File: src/rtl/pulse_burst_decoder.sv
// Pulse-train receiver: synchronises a pulse line, rejects short glitches,
// measures accepted pulse widths and reports per-burst pulse counts.
module pulse_burst_decoder #(
  parameter int unsigned CNT_W       = 8,
  parameter int unsigned IDLE_CYCLES = 16,
  parameter int unsigned MIN_WIDTH   = 2
) (
  input  logic             clk,
  input  logic             rst,
  input  logic             pulse_in,
  output logic             burst_valid,
  output logic [CNT_W-1:0] burst_count,
  output logic [CNT_W-1:0] last_width,
  output logic             overflow,
  output logic             busy
);

  localparam logic [CNT_W-1:0] CNT_MAX   = '1;
  localparam logic [CNT_W-1:0] CNT_ONE   = CNT_W'(1);
  localparam logic [CNT_W-1:0] IDLE_LAST = CNT_W'(IDLE_CYCLES - 1);
  localparam logic [CNT_W-1:0] MIN_W     = CNT_W'(MIN_WIDTH);

  typedef enum logic [1:0] {S_IDLE, S_HIGH, S_GAP} state_e;

  state_e           state_q, state_d;
  logic             sync1_q, sync1_d, sync2_q, sync2_d;
  logic [CNT_W-1:0] width_cnt_q, width_cnt_d;
  logic [CNT_W-1:0] gap_cnt_q, gap_cnt_d;
  logic [CNT_W-1:0] acc_cnt_q, acc_cnt_d;
  logic             acc_ovf_q, acc_ovf_d;
  logic             burst_valid_q, burst_valid_d;
  logic [CNT_W-1:0] burst_count_q, burst_count_d;
  logic [CNT_W-1:0] last_width_q, last_width_d;
  logic             overflow_q, overflow_d;
  logic             busy_q, busy_d;
  logic             pulse_s;

  assign pulse_s = sync2_q;

  always_comb begin
    sync1_d       = pulse_in;
    sync2_d       = sync1_q;
    state_d       = state_q;
    width_cnt_d   = width_cnt_q;
    gap_cnt_d     = gap_cnt_q;
    acc_cnt_d     = acc_cnt_q;
    acc_ovf_d     = acc_ovf_q;
    burst_valid_d = 1'b0;
    burst_count_d = burst_count_q;
    last_width_d  = last_width_q;
    overflow_d    = overflow_q;

    unique case (state_q)
      S_IDLE: begin
        if (pulse_s) begin
          state_d     = S_HIGH;
          width_cnt_d = CNT_ONE;
        end
      end
      S_HIGH: begin
        if (pulse_s) begin
          if (width_cnt_q != CNT_MAX) width_cnt_d = width_cnt_q + 1'b1;
        end else if (width_cnt_q >= MIN_W) begin
          last_width_d = width_cnt_q;
          if (acc_cnt_q == CNT_MAX) acc_ovf_d = 1'b1;
          else                      acc_cnt_d = acc_cnt_q + 1'b1;
          state_d   = S_GAP;
          gap_cnt_d = CNT_ONE;
        end else if (acc_cnt_q != '0) begin
          // Rejected glitch inside an open burst: the gap restarts from here.
          state_d   = S_GAP;
          gap_cnt_d = CNT_ONE;
        end else begin
          state_d = S_IDLE;
        end
      end
      S_GAP: begin
        if (pulse_s) begin
          state_d     = S_HIGH;
          width_cnt_d = CNT_ONE;
        end else if (gap_cnt_q == IDLE_LAST) begin
          burst_count_d = acc_cnt_q;
          overflow_d    = acc_ovf_q;
          burst_valid_d = 1'b1;
          acc_cnt_d     = '0;
          acc_ovf_d     = 1'b0;
          state_d       = S_IDLE;
        end else begin
          gap_cnt_d = gap_cnt_q + 1'b1;
        end
      end
      default: state_d = S_IDLE;
    endcase

    busy_d = (state_d != S_IDLE);
  end

  always_ff @(posedge clk) begin
    if (rst) begin
      state_q       <= S_IDLE;
      sync1_q       <= 1'b0;
      sync2_q       <= 1'b0;
      width_cnt_q   <= '0;
      gap_cnt_q     <= '0;
      acc_cnt_q     <= '0;
      acc_ovf_q     <= 1'b0;
      burst_valid_q <= 1'b0;
      burst_count_q <= '0;
      last_width_q  <= '0;
      overflow_q    <= 1'b0;
      busy_q        <= 1'b0;
    end else begin
      state_q       <= state_d;
      sync1_q       <= sync1_d;
      sync2_q       <= sync2_d;
      width_cnt_q   <= width_cnt_d;
      gap_cnt_q     <= gap_cnt_d;
      acc_cnt_q     <= acc_cnt_d;
      acc_ovf_q     <= acc_ovf_d;
      burst_valid_q <= burst_valid_d;
      burst_count_q <= burst_count_d;
      last_width_q  <= last_width_d;
      overflow_q    <= overflow_d;
      busy_q        <= busy_d;
    end
  end

  assign burst_valid = burst_valid_q;
  assign burst_count = burst_count_q;
  assign last_width  = last_width_q;
  assign overflow    = overflow_q;
  assign busy        = busy_q;

endmodule

File: config.mk
export PLATFORM = sky130hd
export DESIGN_NAME = pulse_burst_decoder
export DESIGN_NICKNAME = d
export VERILOG_FILES = /design/src/rtl/pulse_burst_decoder.sv
export SDC_FILE = /design/constraint.sdc
export NUM_CORES = 1
export LEC_CHECK = 0
export BUFFER_PORTS_ARGS = -buffer_cell sky130_fd_sc_hd__buf_2
export CAP_MARGIN = 20
export CORE_MARGIN = 2
export CORE_UTILIZATION = 45
export CTS_CLUSTER_SIZE = 40
export DETAILED_ROUTE_END_ITERATION = 10
export PLACE_DENSITY = 0.65
export SLEW_MARGIN = 20
export SYNTH_ARGS = -nofsm -noshare
export SYNTH_HDL_FRONTEND = slang
export SYNTH_SLANG_ARGS = --single-unit
File: constraint.sdc
create_clock -name clk -period 4.6 [get_ports clk]
set_input_delay 0 -clock clk [delete_from_list [all_inputs] [get_ports clk]]
set_output_delay 0 -clock clk [all_outputs]
set_load 0.005 [all_outputs]
==> flow_summary_export.csv, run 1 <==
group,metric,value,unit
outcome,status,"completed",
worst_setup_path,critPathLaunchType,"flip-flop",
timing,rsz0062_at_grt,"false",
timing,drv_slew,0,
route,vias_per_cell,5.60,
cts,ctsRootBufferMaster,"clkbuf_8",
timing,skew,0.00755,ns
worst_setup_path,crit_required,4.82,ns
worst_setup_path,cp_slowest_cell,"a211oi_2",
floorplanning,die_y,73.1,um
global_route,met2_usage,0.288,
placement,port_buffers,21,
yosys,synth_edf_count,0,
timing,period_minus_slack,2.60,ns
floorplanning,start_util,0.460,
global_route,grt_max_degree,31,
timing,max_freq,0.385,GHz
yosys,ys_seq_elements,48,
global_route,busiest_layer,"met2",
final_layout,drive_gt1_frac,0.139,
yosys,yosysUniqueCellTypes,48,
yosys,syn_area,0.00215,mm^2
yosys,synth.most_common_cell,"dfxtp_1",
yosys,synth_cells,246,
cts,cts.path.max_buffers,2,
route,wl_per_cell,12.9,um
route,drtIter0Drc,169,
timing,setup_viol,0,
worst_setup_path,crit_buf_inv,0,
floorplanning,dieArea,0.00534,mm^2
final_layout,diodes,0,
route,drc,0,
timing,hold_viol,0,
global_route,use_met1,0.217,
global_route,grt_pass1_vias,1601,
yosys,yosysTopAreaCellShare,0.448,
global_route,overflow,0,
yosys,synthTopCellsByArea,"dfxtp_1, a21oi_1, nand2_1",
yosys,yosys_warnings,0,
worst_setup_path,worstSetupPathType,"flip-flop to flip-flop",
final_layout,area_delta_synth_final,10.6,%
cts,hold_buffers,1,
worst_setup_path,critical_path_arrival,2.82,ns
global_route,antenna_found_initial,0,
timing,slew_headroom,0.320,
timing,hold_ws,0.157,ns
yosys,yosys-top-cells-count,"dfxtp_1, nand2_1, a21oi_1",
yosys,synth_top_cell_by_area,"dfxtp_1",
cts,cts_resized,0,
worst_setup_path,slowest_delay,0.84,ns
route,vias,1793,
yosys,async_reset_ff_frac,0,
yosys,synth_seq_area_share,0.448,
power,p_leak,0.000802,uW
route,drt_pre_antenna_iters,5,
yosys,synth_nets,254,
power,vdd_drop_max,0.141,mV
timing,tns,0,ns
final_layout,finalNetCount,273,
worst_setup_path,cp.depth,6,
worst_hold_path,hp-class,"input pin to flip-flop",
yosys,synthFlopType,"dfxtp_1",
cts,cts_inserted_buffers,5,
timing,worst_slew_pin_slew,1.02,ns
floorplanning,ios,22,
cts,cts_sinks,48,
cts,cts.clk_slew.worst_paths,0.08,ns
worst_setup_path,crit_chain,"ha_1 -> nor4_2 -> a211oi_2 -> a21oi_4 -> or4b_1 -> a21oi_1",
placement,globalplace.congestion,0.825,
global_route,groute.usage.overall,0.171,
worst_setup_path,r2r_cells,6,
floorplanning,core,0.00466,mm^2
worst_setup_path,end_kind,"flip-flop",
floorplanning,rows,25,
placement,dp_hpwl,2.93,mm
cts,cts_tree,"yes",
floorplanning,die_w,73.1,um
route,ant_nets,0,
global_route,use_met3,0.0414,
timing,period_share,0.564,
worst_setup_path,cp_max_fo,15,
worst_setup_path,crit_family,"compound AO/OA/AOI/OAI gates",
job,max_cap_violations,0,
global_route,grt_pass1_wl,7.25,mm
route,drt-total-wl,4.13,mm
yosys,syn_area_per_cell,8.72,um^2
power,fin_total_pwr,694,uW
cts,postCtsSetupBuffers,0,
cts,cts-htree-levels,2,
power,p_per_area,293,mW/mm^2
worst_hold_path,holdPathStages,2,
cts,clock_latency,0.30,ns
worst paths after layout:
path | startpoint | endpoint | slack (ns)
worst min register to register | sync1_q$_SDFF_PP0_ | pulse_s$_SDFF_PP0_ | 0.45
worst min-delay path | rst | last_width[7]$_SDFFE_PP0P_ | 0.16
worst max register to register | width_cnt_q[1]$_SDFFE_PP0P_ | acc_cnt_q[7]$_SDFFE_PP0P_ | 2.00
worst max-delay path | width_cnt_q[1]$_SDFFE_PP0P_ | acc_cnt_q[7]$_SDFFE_PP0P_ | 2.00
layout by cell type (no fill, tap or decap), types with 6 or more instances in the layout:
cell type / n
dfxtp_1: 48
nand2_1: 30
a21oi_1: 26
nor2_1: 21
buf_2: 21
nand3_1: 12
o21ai_0: 10
mux2i_1: 8
or3_1: 7
nor3_1: 6
nand4_1: 6
clkbuf_8: 6
registers in the layout, summed over array words and instances, names as in the netlist:
signal,cells
acc_ovf_q,1
burst_count,8
pulse_s,1
width_cnt_q,8
last_width,8
burst_valid,1
acc_cnt_q,8
sync1_q,1
state_q,2
gap_cnt_q,8
busy,1
overflow,1
cell type report:
cell class	instances	area, um^2
Fill cell	454	2290
Multi-Input combinational cell	183	1110
Sequential cell	48	961
Timing Repair Buffer	22	115
Clock buffer	6	82.6
Tap cell	54	67.6
Inverter	5	18.8
Clock inverter	2	13.8
layer usage:
layer	vias to the layer above	wire length, um	part of all wire
met5	-	0	0
met4	0	60	0.015
met3	8	138	0.033
met2	41	1980	0.48
met1	820	1950	0.47
li1	924	-	-
power breakdown:
group	total (uW)	leakage (uW)	switching (uW)	internal (uW)
combinational	13.9	0.000363	9.57	4.37
clock	261	0.0000516	138	123
sequential	419	0.000387	2.26	417
logic make-up (layout without fill, tap and decap cells):
| family | after synthesis | in the layout | synth area share |
|---|---|---|---|
| AOI/OAI and AO/OA | 58 | 58 | 0.173 |
| and+or+nand+nor | 107 | 107 | 0.259 |
| xor gates and xnor gates | 5 | 5 | 0.0204 |
| DFF | 48 | 48 | 0.448 |
| adders and majority gates | 5 | 5 | 0.0292 |
| muxes | 8 | 8 | 0.0373 |
| buffers and inverters | 15 | 35 | 0.0332 |
per-stage QoR:
step                       util  cells  setup WS [ns]  area (um^2)
final                     0.509    320           2.00         2370
after global routing      0.509    320           1.80         2370
after CTS                 0.509    320           1.96         2370
after detailed placement  0.486    311           1.99         2270
after global placement    0.486    311           2.09         2270
after floorplan               -    246           2.73         2150
(Power assumes the default switching activity.)
==> inputs of run 2 (changes only) <==
--- a/config.mk
+++ b/config.mk
@@ -5,13 +5,14 @@
 export SDC_FILE = /design/constraint.sdc
 export NUM_CORES = 1
 export LEC_CHECK = 0
+export ABC_AREA = 1
 export BUFFER_PORTS_ARGS = -buffer_cell sky130_fd_sc_hd__buf_2
 export CAP_MARGIN = 20
 export CORE_MARGIN = 2
 export CORE_UTILIZATION = 45
 export CTS_CLUSTER_SIZE = 40
 export DETAILED_ROUTE_END_ITERATION = 10
-export PLACE_DENSITY = 0.65
+export PLACE_DENSITY = 0.64
 export SLEW_MARGIN = 20
 export SYNTH_ARGS = -nofsm -noshare
 export SYNTH_HDL_FRONTEND = slang
==> constraint.sdc (replaced) <==
create_clock -name clk -period 2.62 [get_ports clk]
set_input_delay 0 -clock clk [delete_from_list [all_inputs] [get_ports clk]]
set_output_delay 0 -clock clk [all_outputs]
set_load 0.005 [all_outputs]
==> run 2 against run 1 <==
Net effect: power rose by 100%; non-clock buffer count increased by 1; worst setup slack got worse by 1.1 ns; area after synthesis grew 15%; routed wire length rose by 26%; critical path depth up 4; fmax rose by 48%; register-to-register slack lost 1.1 ns; worst hold slack improved by 0.014 ns; clock-buffer cell count decreased by 1; global-route usage rose by 1.3 points; critical endpoint is now gap_cnt_q[1]$_SDFFE_PP0P_; largest power group unchanged.
==> flow_summary_export.csv, run 2 <==
group,metric,value,unit
timing,rsz0062_at_grt,"false",
yosys,synth_top_cell_by_area,"dfxtp_1",
timing,drv_slew,0,
cts,cts-htree-levels,2,
final_layout,multi_input_area,0.00132,mm^2
final_layout,fillers,522,
floorplanning,die_y,78.0,um
power,pwr-share-clk,0.454,
final_layout,final-seq-area,961,um^2
cts,ctsRootBufferMaster,"clkbuf_8",
power,vdd_drop_max,0.328,mV
timing,slew_headroom,0.617,
worst_setup_path,crit_required,2.80,ns
power,swShare,0.200,
cts,cts.clk_slew.worst_paths,0.10,ns
placement,placed_area,0.00261,mm^2
yosys,synth_seq_area_share,0.390,
global_route,use_met1,0.249,
global_route,grt_pass1_wl,9.16,mm
floorplanning,dieArea,0.00608,mm^2
cts,cts_tree,"yes",
route,vias,2151,
timing,max_freq,0.568,GHz
global_route,busiest_layer,"met2",
final_layout,final_common_cell,"nand2_1",
worst_setup_path,worstSetupPathType,"flip-flop to flip-flop",
route,drtIter0Drc,130,
route,ant_nets,0,
power,sequentialPowerShare,0.524,
cts,cts_sinks,48,
final_layout,finalNetCount,373,
yosys,synth_cells,343,
floorplanning,ios,22,
floorplanning,rows,26,
placement,globalplace.congestion,0.907,
timing,tns,0,ns
global_route,grt_pass1_vias,1988,
floorplanning,die_w,78.0,um
outcome,status,"completed",
timing,setup_viol,0,
final_layout,final_util,0.530,
yosys,synth.most_common_cell,"nand2_1",
global_route,groute.usage.overall,0.184,
cts,clock_latency,0.30,ns
cts,cts_resized,0,
global_route,antenna_found_initial,0,
cts,cts_inserted_buffers,5,
cts,postCtsSetupBuffers,0,
yosys,yosysTopAreaCellShare,0.390,
floorplanning,core,0.00520,mm^2
timing,period_minus_slack,1.76,ns
job,max_cap_violations,0,
yosys,yosysUniqueCellTypes,34,
global_route,overflow,0,
worst_hold_path,hp-class,"input pin to flip-flop",
placement,port_buffers,21,
power,intPower,1120,uW
yosys,async_reset_ff_frac,0,
power,switching_power,282,uW
yosys,yosys_warnings,0,
route,drc,0,
timing,worst_slew_pin_slew,0.574,ns
yosys,ys_seq_elements,48,
power,p_leak,0.00120,uW
yosys,yosys-top-cells-count,"nand2_1, nor2_1, dfxtp_1",
floorplanning,start_util,0.473,
worst_setup_path,critPathLaunchType,"flip-flop",
worst_setup_path,critical_path_arrival,1.94,ns
timing,period_share,0.672,
placement,dp_hpwl,3.76,mm
final_layout,area_delta_synth_final,12.0,%
route,wl_per_cell,12.0,um
final_layout,final_cell_mix,"nand2_1, nor2_1, dfxtp_1",
cts,cts.path.max_buffers,2,
route,vias_per_cell,4.93,
timing,hold_viol,0,
yosys,synthTopCellsByArea,"dfxtp_1, nand2_1, nand3_1",
global_route,grt_max_degree,28,
global_route,met2_usage,0.297,
power,comb_power_share,0.022,
yosys,synth_edf_count,0,
final_layout,stdcell_area,0.00276,mm^2
timing,skew,0.0112,ns
yosys,syn_area_per_cell,7.18,um^2
cts,hold_buffers,1,
route,drt_pre_antenna_iters,4,
final_layout,diodes,0,
worst_setup_path,cp_max_fo,10,
yosys,syn_area,0.00246,mm^2
yosys,synthFlopType,"dfxtp_1",
power,p_per_area,510,mW/mm^2
global_route,use_met3,0.0523,
final_layout,drive_gt1_frac,0.158,
yosys,synth_nets,351,
route,drt-total-wl,5.22,mm
worst_setup_path,end_kind,"flip-flop",
## run 2: cell types whose count changed after synthesis, sizes merged, moves of 7 or more
cell / previous run / this run
nand3: 12 / 45
nor2: 21 / 56
mux2i: 8 / 0
or3: 7 / 0
inv: 5 / 35
nand2: 30 / 82
## run 2: cells by family (layout without fill, tap and decap cells)
group / Yosys count / count (layout) / share of synthesized area
compound gates: 49 / 49 / 0.113
simple gates: 193 / 193 / 0.378
buf+inv: 43 / 66 / 0.0752
fa+ha+maj: 5 / 5 / 0.0254
xor+xnor: 5 / 5 / 0.0178
flops: 48 / 48 / 0.390
## run 2: through the flow
step                worst slack [ns]  instances  hold WS [ns]  power, uW
global placement               0.906        427         0.199        783
CTS                            0.860        436         0.167       1420
floorplan                       1.06        343         0.107        775
detailed placement             0.866        427         0.207        783
finish                         0.860        436         0.171       1410
global route                   0.647        436         0.205       1450
## run 2: layout make-up
class,instances,share of cell area
clock inverters,3,0.0250
clock buffers,5,0.0250
repair buffers,23,0.0445
flip-flops and latches,48,0.348
well taps,70,0.0318
inverters,35,0.0485
multi-input cells,252,0.477
## run 2: power by group through the flow
stage          Clock (uW)  Combinational [uW]  Sequential, uW
2_1_floorplan           0                23.7             752
3_3_place_gp            0                29.8             753
3_5_place_dp            0                29.8             753
4_1_cts               655                30.9             736
5_1_grt               679                34.4             737
6_report              639                31.0             736
## run 2: critical path: stages, from the launching register on
cell	delay, ns
dfxtp_1	0.43
inv_1	0.11
ha_1	0.20
nor2_1	0.08
nand2_1	0.08
o21ai_2	0.25
nand3_4	0.18
nand2_4	0.15
nand2_1	0.06
nand2_1	0.06
nor2_1	0.03
## run 2: worst paths after layout
check,start,to,slack [ns],cells past startpoint
max,width_cnt_q[0]$_SDFFE_PP0P_,gap_cnt_q[1]$_SDFFE_PP0P_,0.86,10
min reg2reg,sync1_q$_SDFF_PP0_,pulse_s$_SDFF_PP0_,0.41,2
min,rst,width_cnt_q[4]$_SDFFE_PP0P_,0.17,3
max reg2reg,width_cnt_q[0]$_SDFFE_PP0P_,gap_cnt_q[1]$_SDFFE_PP0P_,0.86,10
## run 2: routing by layer
metal | up-vias | routed length [um] | part of all wire
li1 | 1152 | - | -
met2 | 40 | 2290 | 0.44
met5 | - | 0 | 0
met1 | 957 | 2680 | 0.51
met4 | 0 | 13 | 0.0025
met3 | 2 | 232 | 0.044
